### src/rtl/trafik_pkg.sv
// Shared light-code constants, phase encoding and monitor FSM states.
// The code constants are also used by the signal controller.
package trafik_pkg;
  localparam logic [2:0] KOD_KIRMIZI  = 3'b110;
  localparam logic [2:0] KOD_MAVI     = 3'b101;
  localparam logic [2:0] KOD_YESIL    = 3'b011;
  localparam logic [2:0] KOD_KARANLIK = 3'b111;

  typedef enum logic [1:0] {
    FAZ_YOK = 2'd0, FAZ_KIRMIZI = 2'd1, FAZ_MAVI = 2'd2, FAZ_YESIL = 2'd3
  } faz_e;

  typedef enum logic [1:0] {BASLANGIC, KIRMIZI, MAVI, YESIL} durum_e;

  function automatic faz_e durum_faz(durum_e d);
    case (d)
      KIRMIZI: return FAZ_KIRMIZI;
      MAVI:    return FAZ_MAVI;
      YESIL:   return FAZ_YESIL;
      default: return FAZ_YOK;
    endcase
  endfunction

  function automatic logic kod_yasal(logic [2:0] k);
    return (k == KOD_KIRMIZI) || (k == KOD_MAVI) || (k == KOD_YESIL) || (k == KOD_KARANLIK);
  endfunction

  // Code that legally follows the phase shown in state d.
  function automatic logic [2:0] sonraki_kod(durum_e d);
    case (d)
      KIRMIZI: return KOD_MAVI;
      MAVI:    return KOD_YESIL;
      default: return KOD_KIRMIZI;
    endcase
  endfunction

  function automatic durum_e sonraki_durum(durum_e d);
    case (d)
      KIRMIZI: return MAVI;
      MAVI:    return YESIL;
      default: return KIRMIZI;
    endcase
  endfunction
endpackage

### src/rtl/trafik_isik_izleyici_if.sv
// LED-bus monitor signal bundle: controller side (master) and monitor side (slave).
interface trafik_isik_izleyici_if #(parameter int SAYAC_W = 32);
  logic [2:0]         led_in;
  logic               hata_temizle;
  logic [1:0]         faz;
  logic               senkron;
  logic               gecis;
  logic [SAYAC_W-1:0] son_sure;
  logic               sira_hata;
  logic               sure_hata;
  logic               zaman_asimi;
  logic               kod_hata;

  modport master (output led_in, hata_temizle,
                  input  faz, senkron, gecis, son_sure, sira_hata, sure_hata, zaman_asimi, kod_hata);
  modport slave  (input  led_in, hata_temizle,
                  output faz, senkron, gecis, son_sure, sira_hata, sure_hata, zaman_asimi, kod_hata);
endinterface

### src/rtl/kod_filtre.sv
// Two-flop input register plus stability filter; a new code is accepted after
// FILTRE consecutive identical samples. Latency is fixed, so dwells are preserved.
module kod_filtre #(
  parameter int FILTRE = 4
) (
  input  logic       sys_clk,
  input  logic       sys_rst,
  input  logic [2:0] kod_in,
  output logic [2:0] kod,
  output logic       degisti
);
  logic [2:0] s1_q, s1_d, s2_q, s2_d, kod_q, kod_d, aday_q, aday_d;
  logic [7:0] say_q, say_d;
  logic       degisti_q, degisti_d;

  always_comb begin
    s1_d      = kod_in;
    s2_d      = s1_q;
    kod_d     = kod_q;
    aday_d    = aday_q;
    say_d     = say_q;
    degisti_d = 1'b0;
    if (s2_q == kod_q) begin
      say_d = 8'd0;
    end else begin
      // Any change of candidate restarts the stability window.
      if (s2_q == aday_q && say_q != 8'd0) say_d = say_q + 8'd1;
      else begin
        aday_d = s2_q;
        say_d  = 8'd1;
      end
      if (say_d == 8'(FILTRE)) begin
        kod_d     = s2_q;
        say_d     = 8'd0;
        degisti_d = 1'b1;
      end
    end
  end

  always_ff @(posedge sys_clk or posedge sys_rst) begin
    if (sys_rst) begin
      s1_q      <= 3'b111;
      s2_q      <= 3'b111;
      kod_q     <= 3'b111;
      aday_q    <= 3'b111;
      say_q     <= 8'd0;
      degisti_q <= 1'b0;
    end else begin
      s1_q      <= s1_d;
      s2_q      <= s2_d;
      kod_q     <= kod_d;
      aday_q    <= aday_d;
      say_q     <= say_d;
      degisti_q <= degisti_d;
    end
  end

  assign kod     = kod_q;
  assign degisti = degisti_q;
endmodule

### src/rtl/trafik_isik_izleyici.sv
// Passive traffic-light LED monitor: phase decode, dwell measurement,
// order / duration / timeout / code-legality checks with sticky flags.
module trafik_isik_izleyici import trafik_pkg::*; #(
  parameter int unsigned KIRMIZI_SURE = 240_000_000,
  parameter int unsigned MAVI_SURE    = 48_000_000,
  parameter int unsigned YESIL_SURE   = 120_000_000,
  parameter int unsigned TOLERANS     = 16,
  parameter int          FILTRE       = 4,
  parameter int          SAYAC_W      = 32
) (
  input  logic                   sys_clk,
  input  logic                   sys_rst,
  trafik_isik_izleyici_if.slave  bus
);
  localparam logic [SAYAC_W:0] TOL = (SAYAC_W+1)'(TOLERANS);

  logic [2:0] kod;
  logic       degisti;

  kod_filtre #(.FILTRE(FILTRE)) u_filtre (
    .sys_clk (sys_clk),
    .sys_rst (sys_rst),
    .kod_in  (bus.led_in),
    .kod     (kod),
    .degisti (degisti)
  );

  durum_e             durum_q, durum_d;
  logic [SAYAC_W-1:0] sayac_q, sayac_d, son_sure_q, son_sure_d, sinir;
  logic [SAYAC_W:0]   olcu, beklenen;
  logic gecis_q, gecis_d, senkron_q, senkron_d, ilk_q, ilk_d, zamanli_q, zamanli_d;
  logic sira_q, sira_d, sure_q, sure_d, zaman_q, zaman_d, kodh_q, kodh_d;
  logic sira_set, sure_set, zaman_set, kod_set, disarida;

  // Dwell window of the current phase, compared one bit wider so nothing wraps.
  always_comb begin
    case (durum_q)
      KIRMIZI: beklenen = (SAYAC_W+1)'(KIRMIZI_SURE);
      MAVI:    beklenen = (SAYAC_W+1)'(MAVI_SURE);
      YESIL:   beklenen = (SAYAC_W+1)'(YESIL_SURE);
      default: beklenen = '0;
    endcase
    olcu     = {1'b0, sayac_q};
    sinir    = beklenen[SAYAC_W-1:0] + SAYAC_W'(TOLERANS + 1);
    disarida = (olcu > beklenen + TOL) || (olcu + TOL < beklenen);
  end

  always_comb begin
    sayac_d    = degisti ? SAYAC_W'(1) : (&sayac_q ? sayac_q : sayac_q + SAYAC_W'(1));
    son_sure_d = degisti ? sayac_q : son_sure_q;
    gecis_d    = degisti;
    durum_d    = durum_q;
    senkron_d  = senkron_q;
    zamanli_d  = zamanli_q;
    ilk_d      = ilk_q & ~degisti;
    sira_set   = 1'b0;
    sure_set   = 1'b0;
    zaman_set  = 1'b0;
    kod_set    = 1'b0;
    if (degisti) begin
      if (!kod_yasal(kod)) begin
        kod_set   = 1'b1;
        durum_d   = BASLANGIC;
        senkron_d = 1'b0;
        zamanli_d = 1'b0;
      end else if (durum_q == BASLANGIC) begin
        // The red seen straight out of reset is a partial phase: never timed.
        if (kod == KOD_KIRMIZI) begin
          durum_d   = KIRMIZI;
          zamanli_d = ~ilk_q;
        end
      end else if (kod == sonraki_kod(durum_q)) begin
        durum_d   = sonraki_durum(durum_q);
        sure_set  = zamanli_q & disarida;
        zamanli_d = 1'b1;
        if (durum_q == YESIL) senkron_d = 1'b1;
      end else begin
        sira_set  = 1'b1;
        durum_d   = BASLANGIC;
        senkron_d = 1'b0;
        zamanli_d = 1'b0;
      end
    end else if (zamanli_q && durum_q != BASLANGIC && sayac_q == sinir) begin
      zaman_set = 1'b1;
    end
    sira_d  = (sira_q  & ~bus.hata_temizle) | sira_set;
    sure_d  = (sure_q  & ~bus.hata_temizle) | sure_set;
    zaman_d = (zaman_q & ~bus.hata_temizle) | zaman_set;
    kodh_d  = (kodh_q  & ~bus.hata_temizle) | kod_set;
  end

  always_ff @(posedge sys_clk or posedge sys_rst) begin
    if (sys_rst) begin
      durum_q    <= BASLANGIC;
      sayac_q    <= '0;
      son_sure_q <= '0;
      gecis_q    <= 1'b0;
      senkron_q  <= 1'b0;
      ilk_q      <= 1'b1;
      zamanli_q  <= 1'b0;
      sira_q     <= 1'b0;
      sure_q     <= 1'b0;
      zaman_q    <= 1'b0;
      kodh_q     <= 1'b0;
    end else begin
      durum_q    <= durum_d;
      sayac_q    <= sayac_d;
      son_sure_q <= son_sure_d;
      gecis_q    <= gecis_d;
      senkron_q  <= senkron_d;
      ilk_q      <= ilk_d;
      zamanli_q  <= zamanli_d;
      sira_q     <= sira_d;
      sure_q     <= sure_d;
      zaman_q    <= zaman_d;
      kodh_q     <= kodh_d;
    end
  end

  assign bus.faz         = durum_faz(durum_q);
  assign bus.senkron     = senkron_q;
  assign bus.gecis       = gecis_q;
  assign bus.son_sure    = son_sure_q;
  assign bus.sira_hata   = sira_q;
  assign bus.sure_hata   = sure_q;
  assign bus.zaman_asimi = zaman_q;
  assign bus.kod_hata    = kodh_q;
endmodule

### src/flat_wrapper.sv
// flat-port wrapper written by rule: the top's interface ports become plain ports
module trafik_isik_izleyici_flat import trafik_pkg::*;
#(
  parameter int unsigned KIRMIZI_SURE = 240_000_000,
  parameter int unsigned MAVI_SURE    = 48_000_000,
  parameter int unsigned YESIL_SURE   = 120_000_000,
  parameter int unsigned TOLERANS     = 16,
  parameter int          FILTRE       = 4,
  parameter int          SAYAC_W      = 32
)
  (sys_clk, sys_rst, bus_led_in, bus_hata_temizle, bus_faz, bus_senkron, bus_gecis, bus_son_sure, bus_sira_hata, bus_sure_hata, bus_zaman_asimi, bus_kod_hata);
  trafik_isik_izleyici_if #(.SAYAC_W(SAYAC_W)) bus_i ();
  input  logic sys_clk;
  input  logic sys_rst;
  input wire logic [$bits(bus_i.led_in)-1:0] bus_led_in;
  input wire logic [$bits(bus_i.hata_temizle)-1:0] bus_hata_temizle;
  output wire logic [$bits(bus_i.faz)-1:0] bus_faz;
  output wire logic [$bits(bus_i.senkron)-1:0] bus_senkron;
  output wire logic [$bits(bus_i.gecis)-1:0] bus_gecis;
  output wire logic [$bits(bus_i.son_sure)-1:0] bus_son_sure;
  output wire logic [$bits(bus_i.sira_hata)-1:0] bus_sira_hata;
  output wire logic [$bits(bus_i.sure_hata)-1:0] bus_sure_hata;
  output wire logic [$bits(bus_i.zaman_asimi)-1:0] bus_zaman_asimi;
  output wire logic [$bits(bus_i.kod_hata)-1:0] bus_kod_hata;
  assign bus_i.led_in = bus_led_in;
  assign bus_i.hata_temizle = bus_hata_temizle;
  assign bus_faz = bus_i.faz;
  assign bus_senkron = bus_i.senkron;
  assign bus_gecis = bus_i.gecis;
  assign bus_son_sure = bus_i.son_sure;
  assign bus_sira_hata = bus_i.sira_hata;
  assign bus_sure_hata = bus_i.sure_hata;
  assign bus_zaman_asimi = bus_i.zaman_asimi;
  assign bus_kod_hata = bus_i.kod_hata;
  trafik_isik_izleyici #(.KIRMIZI_SURE(KIRMIZI_SURE), .MAVI_SURE(MAVI_SURE), .YESIL_SURE(YESIL_SURE), .TOLERANS(TOLERANS), .FILTRE(FILTRE), .SAYAC_W(SAYAC_W)) u_core (.sys_clk(sys_clk), .sys_rst(sys_rst), .bus(bus_i));
endmodule
### config.mk
export PLATFORM = sky130hd
export DESIGN_NAME = trafik_isik_izleyici_flat
export DESIGN_NICKNAME = d
export VERILOG_FILES = /design/src/rtl/trafik_pkg.sv /design/src/rtl/trafik_isik_izleyici_if.sv /design/src/rtl/kod_filtre.sv /design/src/rtl/trafik_isik_izleyici.sv /design/src/flat_wrapper.sv
export SDC_FILE = /design/constraint.sdc
export NUM_CORES = 1
export LEC_CHECK = 0
export ABC_AREA = 1
export CELL_PAD_IN_SITES_DETAIL_PLACEMENT = 0
export CELL_PAD_IN_SITES_GLOBAL_PLACEMENT = 1
export CORE_UTILIZATION = 44
export DETAILED_ROUTE_END_ITERATION = 10
export PLACE_DENSITY_LB_ADDON = 0.1
export SLEW_MARGIN = 20
export SYNTH_ARGS = -nofsm -noshare
export SYNTH_HDL_FRONTEND = slang
export SYNTH_SLANG_ARGS = --single-unit
### constraint.sdc
create_clock -name sys_clk -period 4.2 [get_ports sys_clk]
set_clock_uncertainty 0.05 [all_clocks]
set_input_delay 0.63 -clock sys_clk [delete_from_list [all_inputs] [get_ports sys_clk]]
set_output_delay 0.63 -clock sys_clk [all_outputs]
set_load 0.005 [all_outputs]
# Yosys cells after proc, flatten, opt, wreduce, memory -nomap -nowiden
# Cells that the tools add are included.
# Widths: inputs -> output; s select.
# totals
reg_bits	95
input_bits	6
out_inout_bits	40
wordCells	109
# op_classes
add_sub_neg	5
n_lt_le_gt_ge	2
n_eq_ne	16
n_mux	39
bitwise_logic	15
n_reduce_logical	15
# op_table
op	count
$pmux 28 s3	1
$mux 32	2
$add 28x5->29 const B	2
$add 32x5->33 const B	1
$gt 32x33->1	1
$lt 33x28->1	1
$add 32x1->32 const B	1
$eq 32x32->1	1
$mux 8	4
$reduce_and 32->1	1
$mux 1	22
$eq 3x3->1	3
$eq 3x3->1 const B	3
$mux 3	3
$add 8x1->8 const B	1
$eq 8x3->1 const B	1
$mux 2	4
$reduce_bool 8->1	1
$and 1x1->1	6
$pmux 2 s3	1
$pmux 3 s2	1
$reduce_and 2->1	3
$not 1->1	5
$eq 2x2->1 const B	2
12 further kinds	21

# Longest topological paths before layout
# Gate-level depths: netlist of the first run.
# depth
depth_word	12
depth_mapped	20
depth_no_buf	20

# Modules after synthesis
# A second synthesis of the first run with hierarchy kept.
# hier_totals
cells_unflattened	783
area_unflattened_um2	6119.6
# by_module_without_submodules
module	n_inst	cells_per_inst	area_per_inst_um2	seq_area_each_um2
trafik_isik_izleyici	1	646	5033.6	1853.0
kod_filtre	1	137	1086.0	540.5

# Worst setup path before layout of the first run
# OpenSTA, ideal clock, no wires.
# synth_path
kind	register -> register
startpoint	register u_core.sayac_q[12]
endpoint	register u_core.sure_q (netlist: u_core.bus.sure_hata)
setup_ns	0.116
arrival_ns	2.303
required_time_ns	4.034
setup_slack_ns	1.730
path_stages_with_launch	19
path_buffers	0
period_less_slack_ns	2.470
path_cell_list	dfrtp_1 nand2_1 nor2_2 inv_1 nor2_2 nand2_2 nor3_4 nand2_1 xor2_1 ha_1 nand2_1 nor4b_1 nand3_1 nor2_1 nand2_1 nand2_1 nand2_1 nand2_1 nand2_1
# synth_via
elab_chain_cells	9
elab_cells_between_ends	10
cone_classes	add/sub (1); order compare (2); mux (4); bitwise (2); reduce/logical (1)
# synth_lines
item	line	text
from (decl)	trafik_isik_izleyici.sv:29	logic [SAYAC_W-1:0] sayac_q, sayac_d, son_sure_q, son_sure_d, sinir;
from (signal assigned)	trafik_isik_izleyici.sv:107	sayac_q <= sayac_d;
$add 32x5->33	trafik_isik_izleyici.sv:45	disarida = (olcu > beklenen + TOL) || (olcu + TOL < beklenen);
$lt 33x28->1	trafik_isik_izleyici.sv:45	
$logic_or 1x1->1 (*)	trafik_isik_izleyici.sv:45	
$and 1x1->1 (*)	trafik_isik_izleyici.sv:74	sure_set = zamanli_q & disarida;
$mux 1 (*)	trafik_isik_izleyici.sv:72	end else if (kod == sonraki_kod(durum_q)) begin
$mux 1 (*)	trafik_isik_izleyici.sv:66	end else if (durum_q == BASLANGIC) begin
$mux 1 (*)	trafik_isik_izleyici.sv:61	if (!kod_yasal(kod)) begin
$mux 1 (*)	trafik_isik_izleyici.sv:60	if (degisti) begin
$or 1x1->1 (*)	trafik_isik_izleyici.sv:87	sure_d = (sure_q & ~bus.hata_temizle) | sure_set;
net u_core.sure_d	trafik_isik_izleyici.sv:32	logic sira_q, sira_d, sure_q, sure_d, zaman_q, zaman_d, kodh_q, kodh_d;
to (signal assigned)	trafik_isik_izleyici.sv:114	sure_q <= sure_d;
to (decl)	trafik_isik_izleyici.sv:32	
# Mark *: on every way through the listed nets, which the timed path passes. The rest lies on a longest branch.
# A chain may end at the register's enable or synchronous reset.

# Final worst setup path of the first run
# layout_path
startpoint	register u_core.sayac_q[4]
endpoint	register u_core.sure_q (netlist: u_core.bus.sure_hata)
# Same word-level chain as after synthesis.

==> results.yml, run 1 <==
setup_path:
  critPathMaxStageDelay_ps: 510
  crit_path_max_fanout: 7
  cp-start-kind: "register"
  path_class: "register to register"
  cp.arrival_ps: 3250
  cp_slowest_cell: "dfrtp_1"
  cp-end-kind: "register"
  required_ps: 4400
  crit_top_cell: "nand2_1"
  cp_cell_sequence: "nand3_2, inv_1, nand2_1, inv_1, nand2_1, nor2_1, xor2_1, ha_1, nand2_1, nor4b_1, nand3_1, nor2_1, nand2_1, nand2_1, nand2_1, nand2_1, nand2_1"
synth:
  synth_warnings: 0
  synth-edff-count: 0
  syn_avg_cell_area_sq_um: 7.87
  async_reset_ff_share_pct: 100
  netlist-cell-type-count: 44
  synthesis.area_sq_um: 5970
  synthCells: 758
  synth_top_flop_cell: "dfrtp_1"
  synth_fp_nets: 812
  ys_seq_elements: 95
  yosysSeqAreaShare_pct: 40.1
placed_design:
  dp_hpwl_um: 13400
  pre_cts_ws_ps: 1180
  port_buffers: 45
  place_congestion: 0.923
  post_dp_cell_area_sq_um: 6640
layout:
  antennaDiodeCount: 0
  final_nets: 862
  finish.instance_area_sq_um: 6980
  syn2layout_area_growth_pct: 17.0
  drive_above_1_share_pct: 9.72
clock_tree:
  numCtsBuffers: 9
  cts_buffer_depth: 2
  cts_root_buf: "clkbuf_16"
  cts_tree: "built"
  clk_pin_slew_worst_paths_ps: 70
  ctsHoldBuffers: 0
  postCtsSetupBuffers: 0
  cts.sinks: 95
  cts_resized: 0
  cts_htree_levels: 3
  clock_latency_ps: 360
sta:
  tns_ps: 0
  max_freq_ghz: 0.328
  grt_setup_unrepaired: "no"
  hold_viol_final: 0
  max_slew.worst_pin.slew_ps: 727
  slew-limit-headroom_pct: 51.4
  drv_slew: 0
  setup_violations: 0
  timing.final.ws_setup_ps: 1150
  timing.final.crit_share_pct: 72.6
  min_period_ps: 3050
die:
  die_w_um: 118
  start_util_pct: 45.1
  dieArea_sq_um: 14000
  rows: 42
  core-area_sq_um: 13200
  pin_count: 46
  dieHeight_um: 118
global_route:
  grt_max_degree: 44
  grt_pass1_vias: 5298
  grt_pass1_wl_um: 28000
  grt_overflow: 0
  gr-usage-all-layers_pct: 26.2
  antenna_found_initial: 0
power_and_ir_drop:
  leakage_nw: 3.26
  power_density_nw_per_um2: 309
  p_total_mw: 2.16
  ir_drop_uv: 168
routing:
  drcViolationCount: 0
  first_pass_iters: 5
  viasPerCell: 5.37
  via_count: 5309
  ant_nets: 0
  wl_per_cell_um: 17.4
  drt-initial-drc-count: 287
  routed_wirelength_um: 17200
status:
  outcome: "finished, final reports clean"
hold_path:
  hp-class: "register to register"
flow_run:
  maxCapViolations: 0
synthesized netlist by cell type, types with 3 or more instances:
master | count | area, sq um
nand2_2 | 8 | 50.1
nor3_1 | 17 | 85.1
xor2_1 | 23 | 201
xnor2_1 | 4 | 35.0
clkbuf_1 | 9 | 33.8
a21oi_1 | 41 | 205
inv_2 | 7 | 26.3
ha_1 | 48 | 601
a31oi_1 | 3 | 18.8
nor2_4 | 3 | 33.8
o2111ai_1 | 3 | 26.3
o21ai_0 | 58 | 290
nand4_1 | 21 | 131
dfrtp_1 | 82 | 2050
nor3_2 | 4 | 40.0
nand3_1 | 30 | 150
a211oi_1 | 3 | 22.5
nor2_1 | 81 | 304
nor2_2 | 11 | 68.8
inv_1 | 80 | 300
nor4_1 | 8 | 50.1
o21ai_1 | 3 | 15.0
dfstp_2 | 13 | 342
nand2_1 | 171 | 642
placed cells by master (no fill, tap or decap), types with 4 or more instances in the layout:
cell type and instances:
nand2_1 171, dfrtp_1 82, nor2_1 81, inv_1 78
o21ai_0 58, ha_1 48, clkdlybuf4s50_1 45, a21oi_1 41
nand3_1 30, xor2_1 23, nand4_1 21, nor3_1 17
dfstp_2 13, nor2_2 11, clkbuf_16 9, inv_2 8
nor4_1 8, nand2_2 8, buf_4 6, xnor2_1 4
nor3_2 4
layer usage:
layer | up-vias | GRT usage [%] | part of all wire [%]
met1 | 2544 | 34.2 | 45
met2 | 127 | 43.5 | 48
li1 | 2609 | - | -
met5 | - | 0 | 0
met3 | 29 | 3.57 | 4.2
met4 | 0 | 11.1 | 3.1
where the power goes:
part	internal (mW)	switching, mW	total (mW)
Clock	0.588	0.372	0.960
Sequential	0.952	0.0504	1.00
Combinational	0.0573	0.136	0.193
Total	1.60	0.559	2.16
state kept, by name, indices dropped and copies added, names as in the netlist, 2 cells and up:
name                    flops
u_core.bus.son_sure        32
u_core.sayac_q             32
u_core.u_filtre.say_q       8
u_core.u_filtre.aday_q      3
u_core.u_filtre.kod         3
u_core.u_filtre.s1_q        3
u_core.u_filtre.s2_q        3
u_core.durum_q              2
kinds of logic after synthesis:
family                   synth area share (%)
AO/OA/AOI/OAI                            11.2
XOR/XNOR                                 3.96
adder cells (fa/ha/maj)                  10.1
buffers and inverters                    6.25
flip-flops                               40.1
AND/OR/NAND/NOR                          28.2
multiplexers                            0.189
metrics by stage:
stage,utilization (%),hold WS (ps),cells
after floorplan,-,295,758
after global routing,52.7,311,989
final,52.7,307,989
after detailed placement,50.1,297,973
after CTS,52.7,307,989
after global placement,50.1,296,973
worst paths after layout:
path / slack [ps] / from / depth (start not counted) / endpoint
setup / recovery: 1150 / u_core.sayac_q[4]$_DFFE_PP0P_ / 17 / u_core.bus.sure_hata$_DFF_PP0_
hold / removal: 310 / u_core.u_filtre.s1_q[0]$_DFF_PP1_ / 0 / u_core.u_filtre.s2_q[0]$_DFF_PP1_
setup reg to reg: 1150 / u_core.sayac_q[4]$_DFFE_PP0P_ / 17 / u_core.bus.sure_hata$_DFF_PP0_
hold reg to reg: 310 / u_core.u_filtre.s1_q[0]$_DFF_PP1_ / 0 / u_core.u_filtre.s2_q[0]$_DFF_PP1_
max in group asynchronous: 2600 / sys_rst / 3 / u_core.u_filtre.s2_q[2]$_DFF_PP1_
min in group asynchronous: 640 / sys_rst / 2 / u_core.bus.son_sure[1]$_DFFE_PP0P_
worst max-delay path, delay by kind of cell (launching register included):
kind | cells | cell delay [ps]
and+or+nand+nor | 13 | 1720
DFF | 1 | 510
xor gates and xnor gates | 1 | 130
adders and majority gates | 1 | 300
buffers and inverters | 2 | 230
area by class of cell:
type / instances / area [sq um]
multi-input cells: 564 / 3200
flip-flops and latches: 95 / 2390
inverters: 87 / 329
clock buffers: 10 / 229
repair buffers: 51 / 495
clock inverters: 6 / 115
fillers: 1324 / 6260
well taps: 176 / 220
No activity file was read; power rests on OpenSTA's default activity.
==> inputs of run 2 (changes only) <==
--- a/config.mk
+++ b/config.mk
@@ -8,7 +8,7 @@
 export ABC_AREA = 1
 export CELL_PAD_IN_SITES_DETAIL_PLACEMENT = 0
 export CELL_PAD_IN_SITES_GLOBAL_PLACEMENT = 1
-export CORE_UTILIZATION = 44
+export CORE_UTILIZATION = 40
 export DETAILED_ROUTE_END_ITERATION = 10
 export PLACE_DENSITY_LB_ADDON = 0.1
 export SLEW_MARGIN = 20
==> constraint.sdc (replaced) <==
create_clock -name sys_clk -period 2.7 [get_ports sys_clk]
set_clock_uncertainty 0.05 [all_clocks]
set_input_delay 0.405 -clock sys_clk [delete_from_list [all_inputs] [get_ports sys_clk]]
set_output_delay 0.405 -clock sys_clk [all_outputs]
set_load 0.005 [all_outputs]
==> run 2 against run 1 <==
Effect of this change:
- flip-flop and latch count stayed put
- combinational power rose by 98%
- sequential share of layout area down 1.5 points
- utilization decreased by 2.3 points
- hold slack worse by 4.1 ps
- routed wire length increased by 6.3%
- clock power up 32%
- register-to-register slack worse by 1100 ps
- clock-buffer cell count stayed put
- power rose by 48%
- critical path type unchanged
- final cell count rose by 5.2%
- maximum frequency grew 16%
==> results.yml, run 2 (synthesized netlist as in run 1, its figures left out) <==
global_route:
  grt_busiest_layer: "met2"
  antenna_found_initial: 0
  grt_overflow: 0
  gr-usage-all-layers_pct: 25.9
  grt_pass1_wl_um: 29300
  grt_max_degree: 47
  met1_usage_pct: 34.2
  gr-usage-met2_pct: 42.4
  grt_pass1_vias: 5437
  met3_usage_pct: 4.08
placed_design:
  place_congestion: 0.986
  dp_hpwl_um: 14100
  pre_cts_ws_ps: 7.81
  place_inst: 1015
  port_buffers: 45
power_and_ir_drop:
  ir_drop_uv: 274
  p_total_mw: 3.19
  leakage_nw: 3.44
  power_density_nw_per_um2: 435
die:
  rows: 44
  pin_count: 46
  core-area_sq_um: 14500
  dieHeight_um: 124
  start_util_pct: 41.1
  die_w_um: 124
  dieArea_sq_um: 15400
sta:
  tns_ps: 0
  max_freq_ghz: 0.381
  max_slew.worst_pin.slew_ps: 543
  timing.final.ws_setup_ps: 74.7
  min_period_ps: 2630
  setup_violations: 0
  drv_slew: 0
  timing.final.crit_share_pct: 97.2
  hold_viol_final: 0
  grt_setup_unrepaired: "yes"
  slew-limit-headroom_pct: 63.8
  whs_ps: 303
clock_tree:
  cts_root_buf: "clkbuf_16"
  cts_buffer_depth: 2
  numCtsBuffers: 9
  clock_latency_ps: 360
  cts.sinks: 95
  ctsHoldBuffers: 0
  clk_pin_slew_worst_paths_ps: 70
  cts_htree_levels: 3
  cts_tree: "built"
setup_path:
  required_ps: 2950
  critPathMaxStageDelay_ps: 420
  reg2reg_slack_ps: 70
  cp_cell_sequence: "nand2_2, nor3_4, nand4_1, xor2_1, ha_1, nand2_1, nor2_1, nor2_1, nand3_1, nand4_1, nand2_1, nor2_1, nand2_1, nand2_1, nand2_1, nand2_1"
  path_class: "register to register"
  r2r-end: "u_core.bus.sure_hata$_DFF_PP0_"
  cp-start-kind: "register"
  cp-end-kind: "register"
  crit_top_cell: "nand2_1"
  cp.arrival_ps: 2870
  reg2reg_depth: 16
  crit_path_max_fanout: 5
  r2r_start: "u_core.sayac_q[10]$_DFFE_PP0P_"
  cp_slowest_cell: "dfrtp_2"
layout:
  fin_cells: 1040
  final_cell_mix: "167 x nand2_1, 76 x inv_1, 76 x nor2_1"
  final_common_cell: "nand2_1"
  syn2layout_area_growth_pct: 22.7
  antennaDiodeCount: 0
  final_nets: 905
  drive_above_1_share_pct: 16.7
routing:
  drt-initial-drc-count: 392
  wl_per_cell_um: 17.6
  via_count: 5495
  drcViolationCount: 0
  routed_wirelength_um: 18300
  first_pass_iters: 6
  viasPerCell: 5.28
  ant_nets: 0
hold_path:
  min_path_cells: 0
  hp-class: "register to register"
  whs_endpoint: "u_core.u_filtre.s2_q[0]$_DFF_PP1_"
  hold_start: "u_core.u_filtre.s1_q[0]$_DFF_PP1_"
flow_run:
  maxCapViolations: 0
status:
  outcome: "finished, final reports clean"
run 2: where the power goes:
group	internal (mW)	switching (mW)
sequential	1.48	0.0553
combinational	0.124	0.259
clock	0.663	0.604
total	2.27	0.919
run 2: layout make-up:
cell class / count / area [sq um]
Clock buffer: 10 / 239
Clock inverter: 6 / 51.3
Fill cell: 1464 / 7210
Inverter: 87 / 334
Multi-Input combinational cell: 564 / 3240
Sequential cell: 95 / 2400
Tap cell: 184 / 230
Timing Repair Buffer: 94 / 831
run 2: through the flow:
| step | area [sq um] | util (%) |
|---|---|---|
| after detailed placement | 6920 | 47.6 |
| after CTS | 7220 | 49.7 |
| after global placement | 6920 | 47.6 |
| final | 7330 | 50.4 |
| after global routing | 7330 | 50.4 |
| after floorplan | 5970 | - |
run 2: worst max-delay path by stage:
stage / from / endpoint / slack (ps) / cells after the start
after global routing: u_core.sayac_q[9]$_DFFE_PP0P_ / u_core.bus.sure_hata$_DFF_PP0_ / -110 / 20
final: u_core.sayac_q[10]$_DFFE_PP0P_ / u_core.bus.sure_hata$_DFF_PP0_ / 70 / 16
after global placement: u_core.sayac_q[16]$_DFFE_PP0P_ / u_core.bus.sure_hata$_DFF_PP0_ / -30 / 16
after CTS: u_core.sayac_q[7]$_DFFE_PP0P_ / u_core.bus.sure_hata$_DFF_PP0_ / 2 / 18
after detailed placement: u_core.sayac_q[21]$_DFFE_PP0P_ / u_core.bus.sure_hata$_DFF_PP0_ / 8 / 14
after floorplan: u_core.sayac_q[12]$_DFFE_PP0P_ / u_core.bus.sure_hata$_DFF_PP0_ / 230 / 18
run 2: routing by layer:
layer / share of wire, % / vias up
met3: 4.7 / 32
met2: 48 / 162
met5: 0 / -
li1: - / 2704
met1: 45 / 2597
met4: 3.0 / 0
run 2: worst max-delay path: cells and delay by family, from the launching register on:
| family | cells | cell delay, ps |
|---|---|---|
| adders and majority gates | 1 | 320 |
| and+or+nand+nor | 14 | 1510 |
| xor gates and xnor gates | 1 | 260 |
| DFF | 1 | 420 |
run 2: timing repair:
item,CTS,global route
gates resized for setup,2,19
pin swaps,0,8
setup buffers,1,8
setup endpoints to repair,1,3
